--- config.mk ---
export PLATFORM = sky130hd
export DESIGN_NAME = led_avg_sched
export DESIGN_NICKNAME = d
export VERILOG_FILES = /design/src/rtl/led_sched_pkg.sv /design/src/rtl/led_rr_arb.sv /design/src/rtl/led_avg_sched.sv
export SDC_FILE = /design/constraint.sdc
export NUM_CORES = 1
export LEC_CHECK = 0
export CAP_MARGIN = 25
export CORE_MARGIN = 8
export CORE_UTILIZATION = 30
export CTS_BUF_LIST = sky130_fd_sc_hd__clkbuf_8
export DETAILED_ROUTE_END_ITERATION = 8
export DONT_BUFFER_PORTS = 1
export GPL_TIMING_DRIVEN = 0
export PLACE_DENSITY = 0.44
export SETUP_SLACK_MARGIN = 0.15
export SLEW_MARGIN = 20
export SYNTH_ARGS = -nofsm -noshare
export SYNTH_HDL_FRONTEND = slang
export SYNTH_SLANG_ARGS = --single-unit
--- constraint.sdc ---
create_clock -name clk -period 3.99 [get_ports clk]
set_input_delay 0.798 -clock clk [delete_from_list [all_inputs] [get_ports clk]]
set_output_delay 0.798 -clock clk [all_outputs]
set_load 0.01 [all_outputs]
--- src/rtl/led_sched_pkg.sv ---
// Shared types and helpers for the LED averager scheduler.
//   sched_state_t : scheduler FSM states
//   MAG_MAX       : largest representable magnitude
//   abs_sat16     : signed 16-bit -> saturated magnitude
package led_sched_pkg;

  typedef enum logic [1:0] {IDLE, SEQ, SETTLE, CAPT} sched_state_t;

  localparam logic [15:0] MAG_MAX = 16'h7FFF;

  // -32768 has no positive twin in 16 bits, so clamp it to MAG_MAX.
  function automatic logic [15:0] abs_sat16(input logic signed [15:0] x);
    if (x == -16'sd32768) return MAG_MAX;
    else if (x < 0)       return 16'(-x);
    else                  return 16'(x);
  endfunction

endpackage

--- src/rtl/led_rr_arb.sv ---
// Combinational round-robin search over a request vector.
//   i_req : per-band request
//   i_ptr : band with highest priority this round
//   o_vld : some band is requesting
//   o_idx : first requesting band at or after i_ptr (circular)
//   o_gnt : one-hot of o_idx (zero when !o_vld)
module led_rr_arb #(
  parameter int NUM_BANDS = 4,
  parameter int BAND_W    = $clog2(NUM_BANDS)
) (
  input  logic [NUM_BANDS-1:0] i_req,
  input  logic [BAND_W-1:0]    i_ptr,
  output logic                 o_vld,
  output logic [BAND_W-1:0]    o_idx,
  output logic [NUM_BANDS-1:0] o_gnt
);

  int b;

  // Walk offsets from far to near so the nearest requester wins last.
  always_comb begin
    o_vld = 1'b0;
    o_idx = '0;
    o_gnt = '0;
    b     = 0;
    for (int k = NUM_BANDS - 1; k >= 0; k--) begin
      b = int'(i_ptr) + k;
      if (b >= NUM_BANDS) b = b - NUM_BANDS;
      if (i_req[b]) begin
        o_vld = 1'b1;
        o_idx = BAND_W'(b);
        o_gnt = '0;
        o_gnt[b] = 1'b1;
      end
    end
  end

endmodule

--- src/rtl/led_avg_sched.sv ---
// Round-robin scheduler time-sharing one LED averager among NUM_BANDS bands.
// Each grant drives a WIN_LEN-cycle sequencing window with the band's sample
// magnitude, waits SETTLE cycles, then captures the averager output.
//   clk, rst   : clock, synchronous active-high reset
//   band_req   : per-band level request
//   band_smpl  : signed 16-bit samples, band b at [16b+15:16b]
//   band_gnt   : one-hot grant, only while sequencing
//   avg_seq    : averager "sequencing"
//   avg_smpl   : averager "smpl_in" (registered magnitude)
//   avg_out    : averager "smpl_out"
//   lvl_out    : per-band captured levels
//   lvl_vld    : one-cycle pulse, aligned with the updated lvl_out
//   lvl_band   : band index for lvl_vld
//   busy       : scheduler not idle
//   pk_out     : per-band peak-hold (only with LED_SCHED_PEAK_EN)
// Optional feature macro: LED_SCHED_PEAK_EN
module led_avg_sched import led_sched_pkg::*; #(
  parameter  int NUM_BANDS = 4,
  parameter  int WIN_LEN   = 1022,
  parameter  int SETTLE    = 3,
  localparam int BAND_W    = $clog2(NUM_BANDS)
) (
  input  logic                    clk,
  input  logic                    rst,
  input  logic [NUM_BANDS-1:0]    band_req,
  input  logic [16*NUM_BANDS-1:0] band_smpl,
  output logic [NUM_BANDS-1:0]    band_gnt,
  output logic                    avg_seq,
  output logic [15:0]             avg_smpl,
  input  logic [15:0]             avg_out,
  output logic [16*NUM_BANDS-1:0] lvl_out,
  output logic                    lvl_vld,
  output logic [BAND_W-1:0]       lvl_band,
`ifdef LED_SCHED_PEAK_EN
  output logic [16*NUM_BANDS-1:0] pk_out,
`endif
  output logic                    busy
);

  localparam int CNT_MAX = (WIN_LEN > SETTLE) ? WIN_LEN : SETTLE;
  localparam int CNT_W   = $clog2(CNT_MAX + 1);

  // The SETTLE parameter shadows the enum literal, so the state is qualified.
  sched_state_t                r_state, w_nxt;
  logic [CNT_W-1:0]            r_cnt;
  logic [BAND_W-1:0]           r_cur, r_ptr, r_band;
  logic [15:0]                 r_smpl;
  logic [NUM_BANDS-1:0][15:0]  r_lvl;
  logic                        r_vld;

  logic                        w_arb_vld;
  logic [BAND_W-1:0]           w_arb_idx;
  logic [NUM_BANDS-1:0]        w_arb_gnt;
  logic [BAND_W-1:0]           w_sel;
  logic [15:0]                 w_mag;

  led_rr_arb #(.NUM_BANDS(NUM_BANDS), .BAND_W(BAND_W)) u_arb (
    .i_req (band_req),
    .i_ptr (r_ptr),
    .o_vld (w_arb_vld),
    .o_idx (w_arb_idx),
    .o_gnt (w_arb_gnt)
  );

  // In IDLE the sample register is preloaded from the band about to be
  // granted, so the first sequencing cycle already carries valid data.
  assign w_sel = (r_state == IDLE) ? w_arb_idx : r_cur;
  assign w_mag = abs_sat16(band_smpl[16*w_sel +: 16]);

  always_ff @(posedge clk) begin
    if (rst) r_state <= IDLE;
    else     r_state <= w_nxt;
  end

  always_comb begin
    w_nxt    = r_state;
    band_gnt = '0;
    avg_seq  = 1'b0;
    unique case (r_state)
      IDLE: if (w_arb_vld) w_nxt = SEQ;
      SEQ: begin
        avg_seq         = 1'b1;
        band_gnt[r_cur] = 1'b1;
        if (r_cnt == CNT_W'(WIN_LEN - 1)) w_nxt = led_sched_pkg::SETTLE;
      end
      led_sched_pkg::SETTLE:
        if (r_cnt == CNT_W'(SETTLE - 1)) w_nxt = CAPT;
      CAPT:    w_nxt = IDLE;
      default: w_nxt = IDLE;
    endcase
  end

`ifdef LED_SCHED_PEAK_EN
  logic [NUM_BANDS-1:0][15:0] r_pk;
  logic [15:0]                w_pk_dec;
  assign w_pk_dec = r_pk[r_cur] - (r_pk[r_cur] >> 4);
  assign pk_out   = r_pk;
`endif

  always_ff @(posedge clk) begin
    if (rst) begin
      r_cnt  <= '0;
      r_cur  <= '0;
      r_ptr  <= '0;
      r_band <= '0;
      r_smpl <= '0;
      r_lvl  <= '0;
      r_vld  <= 1'b0;
`ifdef LED_SCHED_PEAK_EN
      r_pk   <= '0;
`endif
    end else begin
      r_vld <= 1'b0;
      unique case (r_state)
        IDLE: if (w_arb_vld) begin
          r_cur  <= w_arb_idx;
          r_cnt  <= '0;
          r_smpl <= w_mag;
        end
        SEQ: begin
          r_smpl <= w_mag;
          r_cnt  <= (w_nxt == SEQ) ? r_cnt + 1'b1 : '0;
        end
        led_sched_pkg::SETTLE:
          r_cnt <= (w_nxt == CAPT) ? '0 : r_cnt + 1'b1;
        CAPT: begin
          r_lvl[r_cur] <= avg_out;
          r_vld        <= 1'b1;
          r_band       <= r_cur;
          r_ptr        <= (r_cur == BAND_W'(NUM_BANDS - 1)) ? '0 : r_cur + 1'b1;
`ifdef LED_SCHED_PEAK_EN
          // Attack instantly; decay by 1/16 per capture, never below the level.
          if (avg_out > r_pk[r_cur])  r_pk[r_cur] <= avg_out;
          else if (w_pk_dec < avg_out) r_pk[r_cur] <= avg_out;
          else                         r_pk[r_cur] <= w_pk_dec;
`endif
        end
        default: ;
      endcase
    end
  end

  assign avg_smpl = r_smpl;
  assign lvl_out  = r_lvl;
  assign lvl_vld  = r_vld;
  assign lvl_band = r_band;
  assign busy     = (r_state != IDLE);

endmodule

==> results_dict.tcl <==
set metrics [dict create \
    worstMarginPinSlew_ns 0.7566 \
    clockRootBuffer "clkbuf_8" \
    p_per_area_mw_per_mm2 370.6 \
    synth_cell_types 61 \
    n_antenna_cell 0 \
    ir_drop_v 0.0001362 \
    crit_required_ns 4.23 \
    slew_headroom_pct 49.56 \
    initial_core_util_pct 30.44 \
    fin_skew_ns 0.01205 \
    grt_pass1_vias 4461 \
    io_buffers 0 \
    synth_warnings 0 \
    antenna_found_initial 0 \
    rsz0062_at_grt "no" \
    ys_seq_area_share_pct 39.54 \
    power_mw 2.035 \
    die_h_um 145.3 \
    post-cts-setup-buffer-count 0 \
    insertion_delay_ns 0.39 \
    syn_to_final_growth_pct 9.536 \
    die_w_um 145.3 \
    core-area_mm2 0.01647 \
    wirelength_um 17070 \
    min_period_ns 3.503 \
    clock_path_buffers 2 \
    htree_levels 3 \
    path_clk_slew_ns 0.11 \
    period_share_pct 87.79 \
    grt_max_degree 20 \
    synth_edf_count 0 \
    drive_gt1_share_pct 8.258 \
    cp.arrival_ns 3.75 \
    nNetsFinal 761 \
    yosysMostFrequentCell "nand2_1" \
    synthesis.area_mm2 0.005012 \
    yosys.area.top_type "dfxtp_1" \
    overflow 0 \
    io_pins 175 \
    crit_path_end_kind "flip-flop" \
    wl_per_cell_um 19.26 \
    syn_avg_cell_area_um2 7.711 \
    drc 0 \
    via_per_inst 5.082 \
    cts_made_buffers 9 \
    num_vias 4503 \
    async_reset_ff_share_pct 0 \
    die_area_mm2 0.02110 \
    critPathMaxFanout 10 \
    syn_nets 750 \
    yosys_register_bits 99 \
    dp_hpwl_um 13520 \
    route.antenna.remaining_nets 0 \
    drv_cap 0 \
    p_leak_nw 1.866 \
    fmax_ghz 0.2855 \
    grtUsageTotal_pct 15.78 \
    setup_viol 0 \
    routabilityCongestion 0.8327 \
    start_kind "flip-flop" \
    tns_ns 0 \
    detail_route.first_pass.iterations 5 \
    min_path_type "flip-flop to flip-flop" \
    drt_iter0_markers 229 \
    grt_pass1_wl_um 26280 \
    hold_viol_final 0 \
    rows 47 \
    synthFlopType "dfxtp_1" \
    outcome "completed" \
    synth_common_cells "nand2_1, a21oi_1, dfxtp_1" \
    cts_tree "built" \
    syn_inst 650 \
    cts_num_sinks 99 \
    slew_violations 0 \
    yosysTopAreaCellShare_pct 39.54 \
    crit_type "flip-flop to flip-flop" \
    synth_area_leaders "dfxtp_1, nand2_1, a21oi_1, ha_1, nor2_1" \
]
==> path summary, 6_finish.rpt <==
kind         cells after the start      endpoint         from  slack [ns]
max                             15  avg_smpl[12]   r_state[0]        0.49
min                              2   lvl_out[42]  lvl_out[42]        0.51
max reg2reg                     15  avg_smpl[12]   r_state[0]        0.49
min reg2reg                      2   lvl_out[42]  lvl_out[42]        0.51
==> state kept, by name, indices dropped and copies added (netlist names) <==
signal	cells
lvl_out	64
r_cur	2
avg_smpl	16
r_ptr	2
lvl_vld	1
r_state	2
r_cnt	10
lvl_band	2
==> what timing repair did <==
item                                    in CTS  in global routing
endpoints found under the setup margin       0                 15
gates resized for setup                      0                  3
hold buffers                                 0                  0
==> worst max-delay path, cell delays in order (launching register included) <==
cell and delay, ns:
dfxtp_1 0.41, inv_1 0.12, ha_1 0.24, buf_2 0.19
and4b_1 0.26, nor3_4 0.33, buf_6 0.21, a21oi_1 0.08
a22oi_1 0.36, inv_1 0.08, ha_1 0.24, o211ai_2 0.14
nor4_4 0.09, a31oi_2 0.30, buf_6 0.22, a211oi_2 0.08
==> kinds of logic (layout without fill, tap and decap cells) <==
group | after synthesis | count (layout) | synth area share (%)
flops | 99 | 99 | 39.54
simple gates | 300 | 300 | 26.73
compound gates | 167 | 167 | 22.12
fa+ha+maj | 14 | 14 | 3.495
mux | 4 | 4 | 0.7988
buf+inv | 51 | 67 | 4.693
xor+xnor | 15 | 15 | 2.621
==> per-layer routing <==
layer | routed length, um | GRT usage, % | vias to the layer above
met1 | 7053 | 18.07 | 2068
met5 | 0 | 0 | -
met3 | 1919 | 6.592 | 16
met2 | 7840 | 25.98 | 172
met4 | 252 | 5.570 | 0
li1 | - | - | 2247
==> placed cells by master (no fill, tap or decap), types with 2 or more instances in the layout <==
cell       count
dfxtp_1       99
buf_2          5
inv_6          2
nor3_1         8
or3_1          2
o21ai_0        7
and2_1        10
nor4_1         2
a21oi_1      105
buf_6          3
clkbuf_1      24
o311ai_2       2
o2111ai_1      2
nor2_1        37
mux2i_1        4
a221oi_1       2
and3_1        10
clkbuf_8       9
nand2b_1       5
nor2b_1        6
nand4_1        6
nand3b_1       2
xor2_1         8
a22oi_1        7
ha_1          14
inv_8          3
a41oi_1        2
buf_1          3
a211oi_1       3
a211oi_2      10
a31oi_1        8
xnor2_1        7
or2_2          2
inv_1         14
nand3_1        5
o31ai_1        3
nand2_1      193
o211ai_2       2
==> final cells by class <==
| cell class | instances | area (um2) |
|---|---|---|
| Sequential cell | 99 | 1982 |
| Tap cell | 220 | 275.3 |
| Inverter | 14 | 52.55 |
| Multi-Input combinational cell | 500 | 2810 |
| Buffer | 37 | 182.7 |
| Clock buffer | 9 | 123.9 |
| Clock inverter | 7 | 63.81 |
| Fill cell | 1789 | 10980 |
==> stage by stage <==
| stage | cells | area, um2 | utilization [%] | worst slack, ns | hold slack [ns] |
|---|---|---|---|---|---|
| after floorplan | 650 | 5012 | - | 0.8508 | 0.4761 |
| after global placement | 870 | 5288 | 32.11 | 0.2425 | 0.4961 |
| after detailed placement | 870 | 5288 | 32.11 | 0.2125 | 0.5013 |
| after CTS | 886 | 5475 | 33.25 | 0.2548 | 0.5053 |
| after global routing | 886 | 5490 | 33.34 | 0.1192 | 0.5044 |
| final | 886 | 5490 | 33.34 | 0.4871 | 0.5101 |
==> report_power, final <==
group / leakage (nW) / internal, mW / switching (mW)
combinational: 0.968 / 0.124 / 0.205
clock: 0.0960 / 0.244 / 0.402
sequential: 0.802 / 1.02 / 0.0429
Power figures use the tool's default switching activity.
==> edit 1 (config.mk and constraints unchanged) <==
The option `LED_SCHED_PEAK_EN` is turned on by a define.
--- a/src/rtl/led_avg_sched.sv
+++ b/src/rtl/led_avg_sched.sv
@@ -14,6 +14,8 @@
 //   busy       : scheduler not idle
 //   pk_out     : per-band peak-hold (only with LED_SCHED_PEAK_EN)
 // Optional feature macro: LED_SCHED_PEAK_EN
+`define LED_SCHED_PEAK_EN
+
 module led_avg_sched import led_sched_pkg::*; #(
   parameter  int NUM_BANDS = 4,
   parameter  int WIN_LEN   = 1022,
Formal check against the unedited RTL (old outputs only; new: pk_out): equivalent (Yosys induction, for registers that start in step).
==> edit 1 against the unedited design <==
- the run now ends with negative setup slack left
- cell count grew 71%
- power grew 71%
- wire length grew 110%
- area after synthesis grew 80%
- sequential cell count grew 64
- die area grew 70%
- via count grew 81%
- worst setup slack lost 1500 ps
- clock power grew 110%
- final area grew 98%
- largest power group unchanged
==> edit 1: results (changes against the unedited design) <==
total track usage=0.191 (+0.0333); via/cell ratio=5.39 (+6.0%); setup_tns=-62960 ps (-62960 ps); met1 global-route usage=0.222 (+0.0416); Clock Skew=20.5 ps (+8.46 ps); number of synthesized register bits=163 (+65%); GR Util met3=0.0780 (+0.0121); Multi-In Gates=766 (+53%); crit path DAT=5370 ps (+1620 ps); hold endpoint=lvl_out[8]; worst-path maximum fanout=7 (-3); via count=8152 (+81%); failing checks=negative setup slack; largest net degree at the start of global routing=17 (-15%); fin nets=1254 (+65%); slew margin rel.=0.414 (-0.0819); delay of the slowest critical-path stage=590 ps (+180 ps); CTS Buf Count=17 (+8); Non-clock buffers, area share=0.0624 (+0.0292); status=complete, but fails checks; mux cell area share after synthesis=0.107 (+0.0985); Hold WS=439 ps (-71.4 ps); clock-cell share of area=0.0398 (+0.00560); R2R depth=24 (+9); vias in the first global route=8136 (+82%); Setup violations, final=64 (+64); first-pass GRT wire length=52200 um (+98%); Post-Synth XOR/XNOR Area=0.0203 (-0.00588); number of non-clock inverters in the layout=65 (+51); Synth Area in Compound Gates=0.206 (-0.0156); Non-CTS buffers=97 (+160%); critical hold path startpoint=avg_out[8]; CP startpoint=r_cur[0]; cells after synthesis=1055 (+62%); CTS H-tree depth=4 (+1); met3 routed WL=3670 um (+91%); Initial DRC Count=408 (+78%); Worst-Skew Late Latency=490 ps (+100 ps); initial antenna violation count=1 (+1); fin worst setup slack=-1040 ps (-1520 ps)
==> edit 1: cell types whose count changed after synthesis, sizes merged, moves of 10 or more <==
cell    delta
o21ai     +85
clkbuf    +27
mux4      +34
a31oi     +10
nand3     +12
ha        +43
mux2i     +12
a21oi     +30
dfxtp     +64
a21o      +11
inv       +51
nand2     -29
==> edit 1: repair_timing <==
action                     in CTS  in global routing
pin swaps                      31                 14
setup buffers                  23                 11
setup endpoints to repair      74                 77
resized for setup              78                 40
gates cloned                    2                  0
==> edit 1: power groups by stage <==
stage	logic (uW)	clock network (uW)	registers (uW)
finish	433	1360	1690
global route	480	1450	1700
CTS	423	1390	1700
detailed placement	403	0	1730
global placement	404	0	1730
floorplan	312	0	1720
==> edit 1: per-stage QoR <==
stage / instance area, sq um / total power, uW
3_3_place_gp: 9640 / 2140
4_1_cts: 10600 / 3510
3_5_place_dp: 9640 / 2140
5_1_grt: 10900 / 3630
6_report: 10900 / 3490
2_1_floorplan: 9160 / 2030
==> edit 2 (same flow settings) <==
Made on the original files. Make the reset (`rst`) asynchronous in 2 clocked blocks. Comments in the files are not updated.
--- a/src/rtl/led_avg_sched.sv
+++ b/src/rtl/led_avg_sched.sv
@@ -67,7 +67,7 @@
   assign w_sel = (r_state == IDLE) ? w_arb_idx : r_cur;
   assign w_mag = abs_sat16(band_smpl[16*w_sel +: 16]);
 
-  always_ff @(posedge clk) begin
+  always_ff @(posedge clk or posedge rst) begin
     if (rst) r_state <= IDLE;
     else     r_state <= w_nxt;
   end
@@ -97,7 +97,7 @@
   assign pk_out   = r_pk;
 `endif
 
-  always_ff @(posedge clk) begin
+  always_ff @(posedge clk or posedge rst) begin
     if (rst) begin
       r_cnt  <= '0;
       r_cur  <= '0;
Formal check against the unedited RTL: differs if rst is asserted again (counterexample within 4 cycles, from zero or initial values and one cycle with rst high); with rst held inactive, the same outputs for 4 cycles.
==> edit 2 against the unedited design <==
- worst setup slack worse by 160 ps
- wire length down 14%
- die area is 3.8% higher
- count of clock-buffer cells in the layout increased by 2
- sequential cell count unchanged
- area after synthesis up 4.3%
- final area increased by 5.9%
- first-iteration DRC count is 52% lower
Power is not compared: it rests on default switching activity, and its combinational part moved more than twofold at a synthesized area within 25%.
==> edit 2: results (changes against the unedited design) <==
status=completed; layout clock buffer count=11 (+2); R2R Setup Slk=330 ps (-160 ps); final period utilization=0.917 (+0.0392); sequential share of cell area=0.426 (+0.0652); total track usage=0.136 (-0.0223); Multi-In Gates=297 (-41%); asr flop ratio synth=1.00 (+1.00); Syn Nets=528 (-30%); Initial DRC Count=111 (-52%); met3 routed WL=1790 um (-7.0%); via/cell ratio=5.21 (+2.4%); FILL cells=1749 (-2.2%); clock-cell share of area=0.0349 (+0.000670); met2 WL=6700 um (-14%); Setup WS pre-CTS=-85.5 ps (-298 ps); R2R depth=18 (+3); placer congestion estimate=0.796 (-4.4%); worst-margin pin slew=844 ps (+87.6 ps); M1 wire length=6020 um (-15%); cells after synthesis=428 (-34%); Rows=48 (+2.1%); synth top area cells=dfrtp_1 47%, mux2_2 16%, mux2i_1 3.6%, ha_1 3.4%, o22a_1 2.2%; vias in the first global route=3786 (-15%); largest net degree at the start of global routing=52 (+160%); CP max-delay cell=dfrtp_1; crit path DAT=3910 ps (+160 ps); via count=3504 (-22%); Netlist cell types=62 (+1.6%); final HPWL from detailed placement=11400 um (-16%); post-CTS setup buffer count=2 (+2); post_cts resized=5 (+5); Post-synth top cells=99 x dfrtp_1, 75 x mux2_2, 25 x nand2_1, 19 x mux2i_1, 16 x inv_1; GR Util met3=0.0715 (+0.00562); fraction of final layout cells sized beyond drive strength 1=0.281 (+0.199); first-pass GRT wire length=22900 um (-13%); Clock Skew=13.3 ps (+1.24 ps); main flop type after synthesis=dfrtp_1; number of non-clock inverters in the layout=17 (+3); Multi-input gate area=2630 sq um (-6.5%)
-- edit 2: changes by cell type after synthesis, moves of 16 or more --
cell,before,now
mux2_2,0,75
nor2_1,37,13
clkbuf_1,24,8
a21oi_1,105,5
dfrtp_1,0,99
nand2_1,193,25
dfxtp_1,99,0
-- edit 2: cell families (layout without fill, tap and decap cells) --
| logic type | Yosys count | in the layout | synth area share |
|---|---|---|---|
| buffers and inverters | 32 | 52 | 0.0297 |
| AO/OA/AOI/OAI | 89 | 89 | 0.142 |
| multiplexers | 96 | 96 | 0.202 |
| flip-flops | 99 | 99 | 0.474 |
| adder cells (fa/ha/maj) | 14 | 14 | 0.0335 |
| AND/OR/NAND/NOR | 85 | 85 | 0.0969 |
| XOR/XNOR | 13 | 13 | 0.0218 |
-- edit 2: critical path, delay by kind of cell (launching register included) --
family	cells	cell delay, ps
AO/OA/AOI/OAI	4	790
adder cells (fa/ha/maj)	2	420
buffers and inverters	7	1130
flip-flops	1	410
AND/OR/NAND/NOR	5	790
